==> src/rtl/serial_deserializer.sv <==
// Serial-in parallel-out receiver: MSB-first WIDTH-bit frames, optional even parity,
// result held in a valid/ready output register with sticky overrun.
module serial_deserializer #(
    parameter int WIDTH     = 8,
    parameter bit PARITY_EN = 1'b0
) (
    input  logic             clk,
    input  logic             reset,
    input  logic             sin,
    input  logic             start,
    input  logic             data_ready,
    input  logic             clear,
    output logic [WIDTH-1:0] data_out,
    output logic             data_valid,
    output logic             parity_err,
    output logic             overrun,
    output logic             busy
);

    localparam int CW = $clog2(WIDTH + 1);

    typedef enum logic [1:0] {
        IDLE,
        SHIFT,
        PARITY
    } state_t;

    state_t           state_q, state_d;
    logic [CW-1:0]    cnt_q, cnt_d;
    logic [WIDTH-1:0] shreg_q, shreg_d;
    logic [WIDTH-1:0] data_q, data_d;
    logic             valid_q, valid_d;
    logic             perr_q, perr_d;
    logic             ovr_q, ovr_d;
    logic             busy_q, busy_d;

    logic [WIDTH-1:0] shifted;
    logic [WIDTH-1:0] word;
    logic             word_perr;
    logic             done;
    logic             load;

    assign shifted = {shreg_q[WIDTH-2:0], sin};

    always_ff @(posedge clk or posedge reset) begin
        if (reset) begin
            state_q <= IDLE;
            cnt_q   <= '0;
            shreg_q <= '0;
        end else begin
            state_q <= state_d;
            cnt_q   <= cnt_d;
            shreg_q <= shreg_d;
        end
    end

    always_comb begin
        state_d   = state_q;
        cnt_d     = cnt_q;
        shreg_d   = shreg_q;
        done      = 1'b0;
        word      = '0;
        word_perr = 1'b0;
        case (state_q)
            IDLE: begin
                if (start) begin
                    shreg_d = shifted;
                    cnt_d   = CW'(1);
                    state_d = SHIFT;
                end
            end
            SHIFT: begin
                shreg_d = shifted;
                cnt_d   = cnt_q + CW'(1);
                if (cnt_q == CW'(WIDTH - 1)) begin
                    cnt_d = '0;
                    if (PARITY_EN) begin
                        state_d = PARITY;
                    end else begin
                        state_d = IDLE;
                        done    = 1'b1;
                        word    = shifted;
                    end
                end
            end
            PARITY: begin
                state_d   = IDLE;
                done      = 1'b1;
                word      = shreg_q;
                word_perr = (^shreg_q) ^ sin;
            end
            default: begin
                state_d = IDLE;
                cnt_d   = '0;
            end
        endcase
    end

    // A word completing while the register is full is kept only if the consumer takes the old one now.
    always_comb begin
        load    = done && (!valid_q || data_ready);
        data_d  = data_q;
        perr_d  = perr_q;
        valid_d = valid_q;
        ovr_d   = ovr_q;
        if (load) begin
            data_d  = word;
            perr_d  = word_perr;
            valid_d = 1'b1;
        end else if (valid_q && data_ready) begin
            valid_d = 1'b0;
        end
        if (done && !load) begin
            ovr_d = 1'b1;
        end else if (clear) begin
            ovr_d = 1'b0;
        end
        busy_d = (state_d != IDLE);
    end

    always_ff @(posedge clk or posedge reset) begin
        if (reset) begin
            data_q  <= '0;
            valid_q <= 1'b0;
            perr_q  <= 1'b0;
            ovr_q   <= 1'b0;
            busy_q  <= 1'b0;
        end else begin
            data_q  <= data_d;
            valid_q <= valid_d;
            perr_q  <= perr_d;
            ovr_q   <= ovr_d;
            busy_q  <= busy_d;
        end
    end

    assign data_out   = data_q;
    assign data_valid = valid_q;
    assign parity_err = perr_q;
    assign overrun    = ovr_q;
    assign busy       = busy_q;

endmodule

==> config.mk <==
export PLATFORM = sky130hd
export DESIGN_NAME = serial_deserializer
export DESIGN_NICKNAME = d
export VERILOG_FILES = /design/src/rtl/serial_deserializer.sv
export SDC_FILE = /design/constraint.sdc
export NUM_CORES = 1
export LEC_CHECK = 0
export CELL_PAD_IN_SITES_DETAIL_PLACEMENT = 1
export CELL_PAD_IN_SITES_GLOBAL_PLACEMENT = 2
export CORE_MARGIN = 4
export CORE_UTILIZATION = 43
export CTS_CLUSTER_SIZE = 8
export DETAILED_ROUTE_END_ITERATION = 16
export DONT_BUFFER_PORTS = 1
export GPL_ROUTABILITY_DRIVEN = 0
export PLACE_DENSITY = 0.92
export SYNTH_ARGS = -nofsm -noshare
export SYNTH_HDL_FRONTEND = slang
export SYNTH_SLANG_ARGS = --single-unit
==> constraint.sdc <==
create_clock -name clk -period 3.7 [get_ports clk]
set_input_delay 0.37 -clock clk [delete_from_list [all_inputs] [get_ports clk]]
set_output_delay 0.37 -clock clk [all_outputs]
set_load 0.02 [all_outputs]
### After elaboration in Yosys (flattened, before gate mapping)

Index checks and enable logic that the tools add are counted.

| storage, ports and cells | value |
|---|---|
| register bits | 26 |
| bits of input ports | 6 |
| logic and storage cells | 46 |

| cells by class | value |
|---|---|
| add/sub/neg operators | 1 |
| eq/ne operators | 4 |
| mux-type cells | 17 |
| bitwise logic cells | 2 |
| reduce and logical (&&, ||, !) cells | 14 |

Operator list:

| kind | count |
|---|---|
| $pmux 8 s2 | 2 |
| $mux 8 | 2 |
| $pmux 4 s3 | 1 |
| $mux 4 | 2 |
| $reduce_bool 2->1 | 4 |
| $reduce_xor 8->1 | 1 |
| $mux 1 | 6 |
| $add 4x1->4 const B | 1 |
| $eq 4x3->1 const B | 1 |
| $mux 2 | 2 |
| $pmux 2 s2 | 1 |
| $reduce_and 2->1 | 2 |
| $logic_and 1x1->1 | 3 |
| $eq 2x1->1 const B | 1 |
| $eq 2x2->1 const B | 1 |
| $logic_not 1->1 | 2 |
| $logic_not 2->1 | 1 |
| $ne 2x2->1 const B | 1 |
| $pmux 1 s2 | 1 |
| $logic_or 1x1->1 | 1 |
| $not 1->1 | 1 |
| $xor 1x1->1 | 1 |

### Longest topological paths before layout

| logic depth | value |
|---|---|
| word-level depth | 7 |
| depth in mapped cells | 8 |

### Least setup slack after synthesis

Ideal clock, no wire load.

| timing path | value |
|---|---|
| path kind | reg-to-reg |
| from | register state_q[0] |
| to | register shreg_q[0] |
| setup time | 0.125 ns |
| data arrival time | 1.506 ns |
| setup slack | 2.070 ns |
| cell stages (with the launch flop) | 5 |
| buffers on the path | 0 |
| period minus slack after synthesis | 1.630 ns |
| path through | dfrtp_1 > inv_1 > ha_1 > mux2i_2 > mux2_2 |

| between the ends | value |
|---|---|
| word-level cells in the longest chain between the ends | 3 |
| elaborated cells between the ends (all ways) | 6 |
| classes of those cells | eq/ne: 2; mux: 1; reduce/logical: 3 |

Ends and longest elaborated chain:

| what | line | RTL |
|---|---|---|
| from (decl) | 28 | `state_t state_q, state_d;` |
| from (signal assigned) | 51 | `state_q <= state_d;` |
| $eq 2x1->1 or $logic_not 2->1 (tied branches) | 64 | `case (state_q)` |
| $reduce_bool 2->1 (no line) or $ne 2x2->1 (tied branches) | - |  |
| $reduce_and 2->1 (no line) | - |  |
| to (signal assigned) | 53 | `shreg_q <= shreg_d;` |
| to (decl) | 30 | `logic [WIDTH-1:0] shreg_q, shreg_d;` |

Several ways; a longest one is shown, not always the timed one.
A chain may end at the register's enable or synchronous reset.

### Worst setup path in the final report

| timing path | value |
|---|---|
| from | register state_q[1] |
| to | register data_q[7], in the netlist data_out[7] |

| between the ends | value |
|---|---|
| word-level cells in the longest chain between the ends | 3 |
| elaborated cells between the ends (all ways) | 5 |
| classes of those cells | eq/ne: 2; mux: 2; reduce/logical: 1 |

Ends and longest elaborated chain:

| what | line | RTL |
|---|---|---|
| $eq 2x2->1 or $eq 2x1->1 (tied branches) | 64 |  |
| $pmux 1 s2 | 64 |  |
| $logic_and 1x1->1 | 101 | `load = done && (!valid_q \|\| data_ready);` |
| to (signal assigned) | 129 | `data_q <= data_d;` |
| to (decl) | 31 | `logic [WIDTH-1:0] data_q, data_d;` |

Several ways; a longest one is shown, not always the timed one.

==> impl_results.md <==
- Average routed wire per standard cell: 16.4 um
- Critical setup path kind: reg -> reg
- Async set-reset flop share out of synthesis: 100%
- Peak supply drop: 407 uV
- Filler cell count in the final layout: 296
- Pre-Repair DR Iteration Count: 4
- DIE AREA: 3810 um2
- Total negative slack: 0 ns
- Fraction of final layout cells sized beyond drive strength 1: 12.6%
- Maximum number of pins on one net before global-route repair: 27
- Number of synthesized register bits: 26
- Final std cells w/o fill: 142
- Proportion of synthesized chip area in sequential cells: 52.4%
- Clock tree from TritonCTS: yes
- Global router's overall resource usage: 13.7%
- Final cell utilization of the core: 46.9%
- Level count of the clock H-tree: 1
- ANT nets after route: 0
- Distinct cell type count of the synthesized netlist: 28
- Worst max-slew margin expressed relative to the limit: 36.8%
- Total wire length after detailed routing: 2.33 mm
- Crit start category: flop
- Critical-path top delay cell: sky130_fd_sc_hd__and4b_1
- Iteration-0 DRC Markers: 27
- Cell type contributing the most total cell area after synthesis: sky130_fd_sc_hd__dfrtp_1
- Fin crit period: 1.91 ns
- Initial antenna violation count: 0
- Cells after DPL: 138
- Synthesis Warnings: 0
- Post-DR vias/cell: 5.67
- Post-detail-place hpwl: 1.77 mm
- Area growth from synthesis to layout: 4.23%
- Clock-pin slew of the registers on the worst-case setup and hold paths: 0.14 ns
- Post-cts hold buffer count: 0
- Max Clk Rate: 524 MHz
- Required time of the critical path: 3.90 ns
- Dominant cell by count in the synthesized netlist: sky130_fd_sc_hd__dfrtp_1
- Share of Yosys cell area claimed by the top area cell type: 52.4%
- Deepest clock path buffer count: 2
- IO Port Bufs: 0
- Max-cap violations: 0
- Residual overflow from global routing: 0
- Number of flops mapped to enable cells by yosys: 0
- Cell chain of the critical path: inv_1 -> ha_1 -> and4b_1 -> o211ai_4 -> nand2_1 -> o21ai_0
- Largest cells by area after synthesis: sky130_fd_sc_hd__dfrtp_1 (52%), sky130_fd_sc_hd__mux2_2 (7.3%), sky130_fd_sc_hd__a22oi_1 (4.8%)
- DIE HEIGHT: 61.7 um
- Post-route total power: 1.02 mW
- Global-route wire length before repair: 3.84 mm
- Leading register cell type out of synthesis: sky130_fd_sc_hd__dfrtp_1
- Class of the most critical hold timing path: in -> async
- TritonCTS Buffers: 3
- Number of instances resized during post-cts repair: 0
- Synth top cells by count: sky130_fd_sc_hd__dfrtp_1 (26), sky130_fd_sc_hd__nand2_1 (16), sky130_fd_sc_hd__o21ai_0 (11)
- Final Hold Fails: 0
- I/O pin cnt: 18
- RSZ-0062 raised after global routing: false
- Master cell of the clock root buffer: sky130_fd_sc_hd__clkbuf_4
- # setup viols final: 0
- Number of global-route vias before repair: 827
- Post-synthesis average cell area: 11.3 um2
- Diode insertion count for antenna repair: 0
- Post-Synthesis Net Count: 120
- Critical path arrival: 2.11 ns
- Summed instance area of the synthesized netlist: 1240 um2
- Ratio of total power to cell area: 786 nW/um2
- # clock sinks: 26
- Routed via count: 805
- Mapped Cells: 110
- Run status: finished clean
- # nets final: 122
- Part of the cycle the worst path needs: 51.6%
- Fin area: 1290 um2
- Initial cell density of the core: 45.0%
- Final worst clock skew: 0.00101 ns
- Width of the die: 61.7 um
- Leakage component of the power: 0.552 nW
- Clock insertion delay at the later pin of the skew report: 0.32 ns
- Crit path max fanout: 17
- Number of buffers inserted by post-CTS setup repair: 0
- Largest stage delay, worst path: 0.49 ns
- Number of pins exceeding their max-slew limit in the final report: 0
- Count of unresolved DRC violations after routing: 0
- Type of destination of the critical path: flop
- Slew of the pin with the lowest slew margin: 0.947 ns
- Placement Rows: 19
- Total placed instance area: 1260 um2
- Standard cell core area: 2760 um2
## where the power goes
part           switching [mW]  internal [mW]
clock                  0.0843         0.0602
sequential             0.0979          0.363
combinational           0.187          0.226
## sequential cells by signal, summed over array words and instances (netlist names)
name / cells
busy: 1
state_q: 2
data_valid: 1
shreg_q: 8
overrun: 1
cnt_q: 4
parity_err: 1
data_out: 8
## layer usage
layer | GRT usage (%) | part of all wire, %
met2 | 22.9 | 47
met4 | 5.45 | 1.2
met3 | 2.89 | 4.9
met5 | 0 | 0
met1 | 17.1 | 46
## logic make-up (layout without fill, tap and decap cells)
kind of cell,Yosys count,count (layout),share of synthesized area [%]
adder cells (fa/ha/maj),4,4,4.03
AO/OA/AOI/OAI,28,28,15.0
multiplexers,9,9,8.37
XOR/XNOR,7,7,6.05
AND/OR/NAND/NOR,28,28,10.8
buffers and inverters,8,9,3.33
flip-flops,26,26,52.4
## through the flow
| step | hold WS [ns] | setup WS, ns |
|---|---|---|
| floorplan | 0.410 | 2.07 |
| global placement | 0.482 | 1.88 |
| detailed placement | 0.482 | 1.82 |
| CTS | 0.125 | 1.80 |
| global route | 0.108 | 1.63 |
| finish | 0.129 | 1.79 |
## worst max-delay path, delay by kind of cell (launching register included)
kind / cells / cell delay [ns]
AND/OR/NAND/NOR: 2 / 0.61
flip-flops: 1 / 0.41
adder cells (fa/ha/maj): 1 / 0.34
AO/OA/AOI/OAI: 2 / 0.31
buffers and inverters: 1 / 0.12
## final cells by class
class | instances | area, um2 | area share [%]
inverter | 5 | 18.8 | 1.45
clock buffer | 4 | 36.3 | 2.80
sequential | 26 | 651 | 50.3
multi-input combinational | 76 | 549 | 42.5
tap | 31 | 38.8 | 3.00
## layout by cell type, fill, tap and decap left out
cell type	count
sky130_fd_sc_hd__or4_1	1
sky130_fd_sc_hd__ha_1	4
sky130_fd_sc_hd__a21oi_1	2
sky130_fd_sc_hd__and4b_1	1
sky130_fd_sc_hd__xnor3_1	1
sky130_fd_sc_hd__nand3_1	4
sky130_fd_sc_hd__mux2i_2	1
sky130_fd_sc_hd__o211ai_4	1
sky130_fd_sc_hd__nor2b_1	1
sky130_fd_sc_hd__xnor2_1	4
sky130_fd_sc_hd__clkbuf_4	3
sky130_fd_sc_hd__o32a_1	1
sky130_fd_sc_hd__nand2_1	16
sky130_fd_sc_hd__clkbuf_8	1
sky130_fd_sc_hd__nand2b_1	3
sky130_fd_sc_hd__o21ai_0	11
sky130_fd_sc_hd__inv_1	5
sky130_fd_sc_hd__dfrtp_1	26
sky130_fd_sc_hd__xor2_1	2
sky130_fd_sc_hd__a22oi_1	8
sky130_fd_sc_hd__o22ai_1	1
sky130_fd_sc_hd__o21ai_1	2
sky130_fd_sc_hd__nand3b_1	1
sky130_fd_sc_hd__o31ai_1	1
sky130_fd_sc_hd__nor2_1	1
sky130_fd_sc_hd__a31oi_1	1
sky130_fd_sc_hd__mux2_2	8
## final timing paths
| check | slack [ns] | cells past startpoint | end | startpoint |
|---|---|---|---|---|
| worst max-delay path | 1.79 | 6 | data_out[7]$_DFFE_PP0P_ | state_q[1]$_DFF_PP0_ |
| worst min-delay path | 0.13 | 1 | data_valid$_DFFE_PP0P_ | reset |
| worst max register to register | 1.79 | 6 | data_out[7]$_DFFE_PP0P_ | state_q[1]$_DFF_PP0_ |
| worst min register to register | 0.54 | 1 | cnt_q[2]$_DFFE_PP0P_ | cnt_q[2]$_DFFE_PP0P_ |
| max in group asynchronous | 3.00 | 1 | shreg_q[3]$_DFFE_PP0P_ | reset |
| min in group clk | 0.13 | 1 | overrun$_DFFE_PP0P_ | clear |
Note: power is estimated with default switching activity, not from simulation.
